<file path="config.mk">
export PLATFORM = sky130hd
export DESIGN_NAME = demux12_buf
export DESIGN_NICKNAME = d
export VERILOG_FILES = /design/src/rtl/demux12_buf.sv
export SDC_FILE = /design/constraint.sdc
export NUM_CORES = 1
export LEC_CHECK = 0
export CORE_MARGIN = 2
export CORE_UTILIZATION = 49
export DETAILED_ROUTE_END_ITERATION = 7
export GPL_ROUTABILITY_DRIVEN = 0
export PLACE_DENSITY = 0.78
export SYNTH_ARGS = -nofsm -noshare
export SYNTH_HDL_FRONTEND = slang
export SYNTH_SLANG_ARGS = --single-unit
</file>
<file path="constraint.sdc">
create_clock -name clk -period 1.8 [get_ports clk]
set_clock_uncertainty 0.15 [all_clocks]
set_input_delay 0.18 -clock clk [delete_from_list [all_inputs] [get_ports clk]]
set_output_delay 0.18 -clock clk [all_outputs]
set_load 0.005 [all_outputs]
</file>
<file path="src/rtl/demux12_buf.sv">
// Buffered 1:2 demultiplexer. Each accepted word is routed by its select bit
// into a per-channel FIFO that has its own valid/ready output handshake.
`timescale 1ns/1ps
module demux12_buf #(
  parameter int WIDTH = 8,
  parameter int DEPTH = 2
) (
  input  logic                         clk,
  input  logic                         rst_n,
  input  logic [WIDTH-1:0]             in_data,
  input  logic                         s,
  input  logic                         in_valid,
  output logic                         in_ready,
  output logic [WIDTH-1:0]             f0_data,
  output logic                         f0_valid,
  input  logic                         f0_ready,
  output logic [WIDTH-1:0]             f1_data,
  output logic                         f1_valid,
  input  logic                         f1_ready,
  output logic [$clog2(DEPTH+1)-1:0]   cnt0,
  output logic [$clog2(DEPTH+1)-1:0]   cnt1
);

  localparam int AW = $clog2(DEPTH);
  localparam int CW = $clog2(DEPTH+1);
  localparam logic [CW-1:0] FULL = CW'(DEPTH);

  logic [WIDTH-1:0] r_mem0 [DEPTH];
  logic [WIDTH-1:0] r_mem1 [DEPTH];
  logic [AW-1:0]    r_wp0, r_rp0, r_wp1, r_rp1;
  logic [CW-1:0]    r_cnt0, r_cnt1;

  logic w_push0, w_push1, w_pop0, w_pop1;

  // Full is judged on the current count only, so a same-cycle pop never
  // opens a slot for the word being offered.
  assign in_ready = s ? (r_cnt1 != FULL) : (r_cnt0 != FULL);
  assign w_push0  = in_valid && in_ready && !s;
  assign w_push1  = in_valid && in_ready &&  s;

  assign f0_valid = (r_cnt0 != '0);
  assign f1_valid = (r_cnt1 != '0);
  assign w_pop0   = f0_valid && f0_ready;
  assign w_pop1   = f1_valid && f1_ready;

  assign f0_data  = f0_valid ? r_mem0[r_rp0] : '0;
  assign f1_data  = f1_valid ? r_mem1[r_rp1] : '0;
  assign cnt0     = r_cnt0;
  assign cnt1     = r_cnt1;

  // Storage is deliberately left out of reset; the empty-state mux hides it.
  always_ff @(posedge clk) begin
    if (w_push0) r_mem0[r_wp0] <= in_data;
    if (w_push1) r_mem1[r_wp1] <= in_data;
  end

  always_ff @(posedge clk or negedge rst_n) begin
    if (!rst_n) begin
      r_wp0  <= '0;
      r_rp0  <= '0;
      r_cnt0 <= '0;
      r_wp1  <= '0;
      r_rp1  <= '0;
      r_cnt1 <= '0;
    end else begin
      if (w_push0) r_wp0 <= r_wp0 + AW'(1);
      if (w_pop0)  r_rp0 <= r_rp0 + AW'(1);
      if (w_push1) r_wp1 <= r_wp1 + AW'(1);
      if (w_pop1)  r_rp1 <= r_rp1 + AW'(1);
      case ({w_push0, w_pop0})
        2'b10:   r_cnt0 <= r_cnt0 + CW'(1);
        2'b01:   r_cnt0 <= r_cnt0 - CW'(1);
        default: r_cnt0 <= r_cnt0;
      endcase
      case ({w_push1, w_pop1})
        2'b10:   r_cnt1 <= r_cnt1 + CW'(1);
        2'b01:   r_cnt1 <= r_cnt1 - CW'(1);
        default: r_cnt1 <= r_cnt1;
      endcase
    end
  end

endmodule
</file>
==> results.ini, run 1 <==
[logic_synthesis]
syn_nets = 121
synth_area_leaders = edfxtp_1 59%, dfrtp_1 12%, mux2i_1 9.9%, nor2_1 5.1%, xnor2_1 3.3%
synth_area_um2 = 1620
seq_area_frac_synth_pct = 71.8
yosys_warnings = 0
syn_inst = 105
synth_cell_types = 15
synth_top_area_share_pct = 59.4
synth_top_cell_by_area = edfxtp_1
synth-seq-cells = 40
synth_area_per_cell_um2 = 15.4

[routing]
detail_route.wl_per_cell_um = 15.1
wl_met2_mm = 1.76
via_count = 1032
drc = 0
drtIter0Drc = 27
wl_met3_um = 158
postRouteAntennaNets = 0
drt_wl_total_mm = 3.27
firstDrtPassIters = 4
m1WireLength_mm = 1.32
top_layer = met4
routed_via_density = 4.78

[critical_path]
crit_path_start = cnt0[0]
rr_worst_depth = 8
worstPathMaxFanout = 2
r2r_setup_slack_ns = 0.07
arrival_ns = 1.47
reg2reg_to = cnt1[1]
crit_end = in_ready
required_ns = 1.47
cp-end-kind = output pin
worstSetupStartpointType = flip-flop
worstReg2RegStart = cnt1[0]
critPathKind = reg -> out

[layout]
area_growth_syn_to_layout_pct = 39.7
final_cells = 216
diodes = 0
final_util_pct = 72.8
layout-drive-gt1-share_pct = 33.1
fin_nets = 187

[min_path]
hp-class = in -> reg

[placed_design]
dp.cells = 196
dp_hpwl_mm = 2.16
portBuffers = 36
dpl_worst_slack_ns = 0.00135

[timing]
max_freq_ghz = 0.555
fin_crit_ns = 1.80
finalSetupTns_ns = -0.000515
relSlewSlack_pct = 72.0
finalHoldViolCount = 0
setup_viol = 1
worst_slew_pin_slew_ns = 0.419
period_share_pct = 100
rsz0062_at_grt = yes
postLayoutSetupSlackWorst_ns = -0.000515
final_max_slew_viol_count = 0

[global_route]
grt_max_degree = 14
grt_antenna_before_repair = 0
grt_overflow = 0
grt_usage_pct = 19.8
grt_pass1_wl_mm = 5.12
grt_pass1_vias = 1129

[clock_tree]
cts.sinks = 40
cts_tree = built
clock_latency_ns = 0.35
clk_pin_slew_ns = 0.13
cts-root-buf = clkbuf_4
cts_max_level = 2
cts_buffer_depth = 2
cts_made_buffers = 5

[floorplanning]
die_w_um = 61.4
num_rows = 20
boundaryPins = 37
start_util_pct = 52.1
core_um2 = 3100
die_height_um = 61.4
dieArea_um2 = 3770

[power_and_ir_drop]
switching_share_pct = 33.2
p_int_uw = 2330
power_uw = 3480
leakage_uw = 0.000933
combPwrFrac_pct = 49.8
ir_drop_v = 0.000911
p_seq_share_pct = 37.4
clock_power_share_pct = 12.8
p_switching_uw = 1160
pwr_density_cell_nw_per_um2 = 1540

[flow_run]
drv_cap = 0

[status]
violations = setup timing
status = complete, but fails checks

cells in the mapped netlist:
cell,n
xor2_1,4
edfxtp_1,32
nor2b_2,2
nand3_2,1
nor2_1,22
buf_2,2
dfrtp_1,8
inv_1,4
nand3b_2,1
mux2_2,1
xnor2_1,6
nor2_2,2
mux2i_1,16
ha_1,2
nand2b_1,2
cell type report:
class                      count  area (µm²)
sequential                    40        1160
tap                           44        55.1
clock buffer                   5        37.5
inverter                       4        15.0
timing repair buffer          61         518
multi-input combinational     59         450
fill                         237         845
clock inverter                 3        18.8
kinds of logic after synthesis:
family	synth area share (%)
adder cells (fa/ha/maj)	1.55
multiplexers	10.6
flip-flops	71.8
XOR/XNOR	5.42
buffers and inverters	1.55
AND/OR/NAND/NOR	9.06
metrics by stage:
stage          area, µm²  hold slack, ns
6_report            2260           0.300
5_1_grt             2260           0.280
4_1_cts             2300           0.284
3_5_place_dp        2120           0.338
3_3_place_gp        2120           0.329
2_1_floorplan       1620          -0.266
how the worst min path moves through the flow:
stage | startpoint | end | slack [ns] | depth (start not counted)
CTS | in_data[3] | r_mem1[1][3] | 0.28 | 1
floorplan | rst_n | cnt0[0] | -0.27 | 0
global placement | rst_n | cnt1[0] | 0.33 | 1
global route | in_data[3] | r_mem1[0][3] | 0.28 | 1
finish | in_data[3] | r_mem1[0][3] | 0.30 | 1
detailed placement | rst_n | cnt1[0] | 0.34 | 1
critical path, stage by stage, from the launching register on:
cell	delay (ns)
dfrtp_2	0.42
nand2b_1	0.17
mux2_2	0.27
dlygate4sd2_1	0.26
power groups by stage:
stage                     Sequential (µW)  Clock (µW)  Combinational [µW]
after floorplan                      1320           0                 695
after global placement               1330           0                1520
after detailed placement             1350           0                1540
after CTS                            1300         450                1750
after global routing                 1320         498                1870
final                                1300         446                1740
repair_timing:
action | 4_1_cts | 5_1_grt
endpoints found under the setup margin | 19 | 20
gates resized for setup | 44 | 25
pin swaps | 1 | 5
hold buffers | 1 | 0
setup buffers | 10 | 1
hold endpoints to repair | 8 | 0
state kept, by name (all words and copies together) (netlist names):
name	cells
cnt0	2
r_wp0	1
r_mem0	16
r_rp0	1
r_wp1	1
r_mem1	16
cnt1	2
r_rp1	1
per-layer routing:
layer | up-vias | track usage [%]
met5 | - | 0
met4 | 0 | 6.38
met3 | 2 | 6.30
met2 | 25 | 34.7
met1 | 506 | 23.2
li1 | 499 | -
placed cells by master, fill, tap and decap left out, types with 4 or more instances in the layout:
master,netlist,layout
clkbuf_2,0,11
buf_4,0,16
xor2_1,4,4
buf_2,2,4
clkbuf_4,0,5
dfrtp_1,8,6
inv_1,4,4
dlygate4sd2_1,0,4
nor2_1,22,21
clkdlybuf4s50_1,0,15
xnor2_1,6,5
edfxtp_1,32,32
buf_6,0,6
mux2i_1,16,16
(Power assumes the default switching activity.)
==> run 2, diff against run 1 <==
--- a/config.mk
+++ b/config.mk
@@ -7,6 +7,7 @@
 export LEC_CHECK = 0
 export CORE_MARGIN = 2
 export CORE_UTILIZATION = 49
+export CTS_CLUSTER_DIAMETER = 150
 export DETAILED_ROUTE_END_ITERATION = 7
 export GPL_ROUTABILITY_DRIVEN = 0
 export PLACE_DENSITY = 0.78
==> results of run 2 <==
Final layout, timing and power as in run 1 (identical DEF).
==> run 3, diff against run 2 <==
--- a/config.mk
+++ b/config.mk
@@ -6,11 +6,10 @@
 export NUM_CORES = 1
 export LEC_CHECK = 0
 export CORE_MARGIN = 2
-export CORE_UTILIZATION = 49
-export CTS_CLUSTER_DIAMETER = 150
+export CORE_UTILIZATION = 52
 export DETAILED_ROUTE_END_ITERATION = 7
 export GPL_ROUTABILITY_DRIVEN = 0
-export PLACE_DENSITY = 0.78
+export PLACE_DENSITY = 0.82
 export SYNTH_ARGS = -nofsm -noshare
 export SYNTH_HDL_FRONTEND = slang
 export SYNTH_SLANG_ARGS = --single-unit
==> constraint.sdc (replaced) <==
create_clock -name clk -period 2.2 [get_ports clk]
set_clock_uncertainty 0.15 [all_clocks]
set_input_delay 0.22 -clock clk [delete_from_list [all_inputs] [get_ports clk]]
set_output_delay 0.22 -clock clk [all_outputs]
set_load 0.005 [all_outputs]
==> run 3 against run 2 <==
The flow now finishes without violations. Die area down 5.4%. Sequential power down 9%. Hold slack better by 0.056 ns. Clock power increased by 4%. Largest power group is now registers. Sequential share of layout area increased by 2.8 points. Count of clock-buffer cells in the layout unchanged. Design area shrank 5.2%. First-iteration DRC count decreased by 22%. Register-to-register slack gained 0.42 ns. Flip-flop and latch count did not move.
==> results.ini, run 3 (synthesis results as in run 1) <==
[timing]
final_max_slew_viol_count = 0  ; unchanged
relSlewSlack_pct = 76.1  ; was 72.0%
fin_crit_ns = 2.11
finalHoldViolCount = 0  ; unchanged
worst_slew_pin_slew_ns = 0.357  ; was 0.419 ns
setup_viol = 0  ; was 1
finalSetupTns_ns = 0  ; was -0.000515 ns
whs_ns = 0.356  ; was 0.300 ns
period_share_pct = 95.7
max_freq_ghz = 0.475
rsz0062_at_grt = no  ; was yes

[clock_tree]
cts_made_buffers = 5  ; unchanged
cts-root-buf = clkbuf_4  ; unchanged
cts_tree = built  ; unchanged
cts.sinks = 40  ; unchanged
clock_latency_ns = 0.33  ; was 0.35 ns
clk_pin_slew_ns = 0.12  ; was 0.13 ns
cts_max_level = 2  ; unchanged
cts_buffer_depth = 2  ; unchanged

[critical_path]
worstPathMaxFanout = 5  ; was 2
worstSetupStartpointType = flip-flop  ; unchanged
arrival_ns = 1.74  ; was 1.47 ns
path_cells = nand2b_1 > mux2_2 > clkdlybuf4s50_1  ; was nand2b_1 > mux2_2 > dlygate4sd2_1
cp-end-kind = output pin  ; unchanged
required_ns = 1.83  ; was 1.47 ns
crit_slowest_cell = dfrtp_1  ; was dfrtp_2
critPathKind = reg -> out  ; unchanged
slowest_delay_ns = 0.48  ; was 0.42 ns

[global_route]
grt_max_degree = 14  ; unchanged
grt_pass1_vias = 961  ; was 1129
grt_usage_pct = 17.7  ; was 19.8%
grt_overflow = 0  ; unchanged
grt_pass1_wl_mm = 4.47  ; was 5.12 mm
grt_antenna_before_repair = 0  ; unchanged

[layout]
fin_nets = 167  ; was 187
final_area_um2 = 2140  ; was 2260 µm²
area_growth_syn_to_layout_pct = 32.4  ; was 39.7%
final-seq-area_um2 = 1160  ; unchanged
layout_commonest_cell = clkdlybuf4s50_1  ; was edfxtp_1
reg_top3 = r_mem0: 16 flops, r_mem1: 16 flops  ; unchanged
fillCellCount = 210  ; was 237
mostFrequentLayoutCells = 36 x clkdlybuf4s50_1, 32 x edfxtp_1, 22 x nor2_1  ; was 32 x edfxtp_1, 21 x nor2_1, 16 x mux2i_1, 16 x buf_4, 15 x clkdlybuf4s50_1
diodes = 0  ; unchanged
final_util_pct = 71.3  ; was 72.8%
multi_input_area_um2 = 440  ; was 450 µm²
layout-drive-gt1-share_pct = 13.8  ; was 33.1%

[floorplanning]
core_um2 = 3000  ; was 3100 µm²
die_w_um = 59.8  ; was 61.4 µm
num_rows = 20  ; unchanged
boundaryPins = 37  ; unchanged
start_util_pct = 53.8  ; was 52.1%
dieArea_um2 = 3570  ; was 3770 µm²
die_height_um = 59.8  ; was 61.4 µm

[placed_design]
dp_hpwl_mm = 2.00  ; was 2.16 mm
dpl_cell_area_um2 = 2040  ; was 2120 µm²
portBuffers = 36  ; unchanged

[routing]
drc = 0  ; unchanged
firstDrtPassIters = 4  ; unchanged
postRouteAntennaNets = 0  ; unchanged
routed_via_density = 5.09  ; was 4.78
via_count = 941  ; was 1032
drt_wl_total_mm = 2.85  ; was 3.27 mm
drtIter0Drc = 21  ; was 27
detail_route.wl_per_cell_um = 15.4  ; was 15.1 µm

[min_path]
hp-class = reg -> reg  ; was in -> reg

[flow_run]
drv_cap = 0  ; unchanged

[power_and_ir_drop]
power_uw = 2700  ; was 3480 µW
ir_drop_v = 0.000696  ; was 0.000911 V
leakage_uw = 0.000823  ; was 0.000933 µW
pwr_density_cell_nw_per_um2 = 1260  ; was 1540 nW/µm²

[status]
status = complete, no violations  ; was complete, but fails checks

## run 3: cell types whose count changed in the layout (fill, tap and decap cells not counted), moves of 2 or more
cell / before / now
buf_6: 6 / 0
dlygate4sd2_1: 4 / 0
buf_2: 4 / 0
buf_12: 2 / 0
clkdlybuf4s50_1: 15 / 36
clkdlybuf4s15_1: 2 / 0
clkbuf_2: 11 / 0
buf_4: 16 / 4
## run 3: worst max-delay path, delay by kind of cell, from the launching register on
kind                   cells  cell delay [ns]
DFF                        1             0.48
buffers and inverters      1             0.44
muxes                      1             0.27
and+or+nand+nor            1             0.22
## run 3: area by class of cell
| type | count | area share (%) |
|---|---|---|
| Clock buffer | 5 | 1.75 |
| Timing Repair Buffer | 41 | 18.7 |
| Tap cell | 33 | 1.93 |
| Multi-Input combinational cell | 59 | 20.6 |
| Inverter | 4 | 0.701 |
| Sequential cell | 40 | 54.4 |
| Clock inverter | 3 | 1.99 |
## run 3: metal layers
metal  vias up  part of all wire [%]  wire (µm)  track usage (%)
li1        455                     -          -                -
met1       453                    44       1260             22.7
met2        27                    50       1410             27.8
met3         6                   4.5        127             5.84
met4         0                   1.6         45             7.30
met5         -                     0          0                0
## run 3: repair_timing
action,CTS,global route
setup endpoints to repair,0,18
endpoints found under the hold margin,6,0
hold buffers,1,0
setup buffers,0,0
gates resized for setup,0,4
## run 3: path summary, 6_finish.rpt
path | start | endpoint | slack (ns) | depth (start not counted)
max | cnt0[0] | in_ready | 0.09 | 3
min | r_wp1 | r_wp1 | 0.36 | 1
max reg2reg | cnt1[0] | cnt1[1] | 0.49 | 5
min reg2reg | r_wp1 | r_wp1 | 0.36 | 1
max in group asynchronous | rst_n | r_rp0 | 1.09 | 2
min in group asynchronous | rst_n | cnt0[1] | 0.53 | 2
## run 3: per-stage QoR
stage | worst slack, ns | std cells
floorplan | 0.586 | 105
global route | 0.00411 | 185
global placement | 0.324 | 176
CTS | 0.00199 | 185
detailed placement | 0.303 | 176
finish | 0.0949 | 185
## run 3: power breakdown
group / leakage, µW / internal (µW) / switching (µW)
registers: 0.000384 / 984 / 193
logic: 0.000398 / 661 / 398
clock network: 0.0000412 / 237 / 228
total: 0.000823 / 1880 / 820
==> patch (settings of run 2) <==
`DEPTH`: 2 -> 4.
--- a/src/rtl/demux12_buf.sv
+++ b/src/rtl/demux12_buf.sv
@@ -3,7 +3,7 @@
 `timescale 1ns/1ps
 module demux12_buf #(
   parameter int WIDTH = 8,
-  parameter int DEPTH = 2
+  parameter int DEPTH = 4
 ) (
   input  logic                         clk,
   input  logic                         rst_n,
Interface: changed (resized cnt0 and cnt1); port bits go from 37 to 39. The function was not compared with the original's and may differ.
==> patch against run 2 <==
The flow still finishes with violations (setup timing). Area after synthesis increased by 100%. Global-route usage fell by 0.23 points. Worst setup slack got worse by 360 ps. Sequential cell count rose by 38. Wire length increased by 100%. Cell area is 99% higher. Total power is 100% higher. Register-to-register slack got worse by 430 ps. First-iteration DRC count increased to 4.8 times the old value. Critical endpoint is now cnt0[2]. Largest cell class unchanged. Highest routed layer unchanged.
==> patch: results (changes against run 2) <==
[finish]
nMultiInputCombCells = 84  ; was 59
seq_share_pct = 50.6  ; was 51.5%
inverters = 12  ; was 4
finalInstanceArea_mm2 = 0.00449  ; was 0.00226 mm²
buf_share_pct = 20.1  ; was 22.9%
drive_gt1_share_pct = 47.5  ; was 33.1%
nFillCells = 428  ; was 237
nets = 305  ; was 187
clk_share_pct = 3.68  ; was 2.49%

[pwr]
total_power_mw = 7.14  ; was 3.48 mW
irDropWorstVdd_uv = 1020  ; was 911 µV
p_int_mw = 5.02  ; was 2.33 mW

[route]
drt-initial-drc-count = 129  ; was 27
vias = 1882  ; was 1032
drt-total-wl_um = 6610  ; was 3270 µm
first_pass_iters = 5  ; was 4

[synthesis]
ys_async_sr_fraction_pct = 17.9  ; was 20.0%
yosys.area_share.xor_xnor_pct = 3.22  ; was 5.42%
netlist_instances = 181  ; was 105
netlist_top_cells_area = edfxtp_1 59%, mux4_2 11%, dfrtp_1 11%  ; was edfxtp_1 59%, dfrtp_1 12%, mux2i_1 9.9%
synth.distinct_cells = 26  ; was 15
synth_compound_area_share_pct = 0.498  ; was 0%
syn_nets = 207  ; was 121
yosysSeqAreaShare_pct = 69.5  ; was 71.8%
synthTopCellsByCount = 64 x edfxtp_1, 22 x and2_1, 16 x mux4_2, 14 x dfrtp_1, 12 x inv_1  ; was 32 x edfxtp_1, 22 x nor2_1, 16 x mux2i_1, 8 x dfrtp_1, 6 x xnor2_1
synthMuxAreaShare_pct = 12.1  ; was 10.6%

[sta]
setup_viol = 24  ; was 1
slew_headroom_pct = 70.0  ; was 72.0%
holdWs_ps = 406  ; was 300 ps
finalWorstSetupSlack_ps = -364  ; was -0.515 ps
fin_setup_tns_ps = -5860  ; was -0.515 ps

[floorplanning]
die-area_mm2 = 0.00734  ; was 0.00377 mm²

[status]
violations = setup timing  ; unchanged
status = complete, but fails checks  ; unchanged

[place]
dp_hpwl_um = 3930  ; was 2160 µm
placed_area_mm2 = 0.00404  ; was 0.00212 mm²
dp.cells = 319  ; was 196
post-place-ws_ps = -396  ; was 1.35 ps
io_buffers = 38  ; was 36

[min_path]
hold_start = f0_ready  ; was in_data[3]

[global_route]
grt_max_degree = 15  ; was 14
grt_use_total_pct = 19.5  ; was 19.8%

[clock_network]
clk_pin_slew_ps = 80  ; was 130 ps
htreeDepth = 3  ; was 2

[setup_path]
cp_slowest_stage_delay_ps = 390  ; was 420 ps

patch: cell types whose count changed after synthesis, moves of 8 or more:
cell | before | now
and2_1 | 0 | 22
edfxtp_1 | 32 | 64
ha_1 | 2 | 10
inv_1 | 4 | 12
mux2i_1 | 16 | 1
mux4_2 | 0 | 16
nor2_1 | 22 | 4
patch: layer usage:
metal	vias up	wire length [µm]	track usage, %
met1	957	2640	23.4
li1	861	-	-
met4	0	184	10.7
met3	12	293	4.43
met2	52	3490	33.0
met5	-	0	0
patch: final timing paths:
check	cells after the start	slack (ps)	to
max	9	-360	cnt0[2]
min	4	410	r_rp0[1]
max reg2reg	9	-360	cnt0[2]
min reg2reg	2	430	cnt0[2]
max in group asynchronous	3	780	r_rp1[1]
min in group asynchronous	3	520	cnt0[1]
patch: what timing repair did:
action                                  CTS  global route
endpoints found under the setup margin   56            57
buffers inserted                         21             5
hold buffers                              1             0
gates cloned                              2             0
gates resized for setup                 110            20
endpoints found under the hold margin    14             0
pin swaps                                26            14
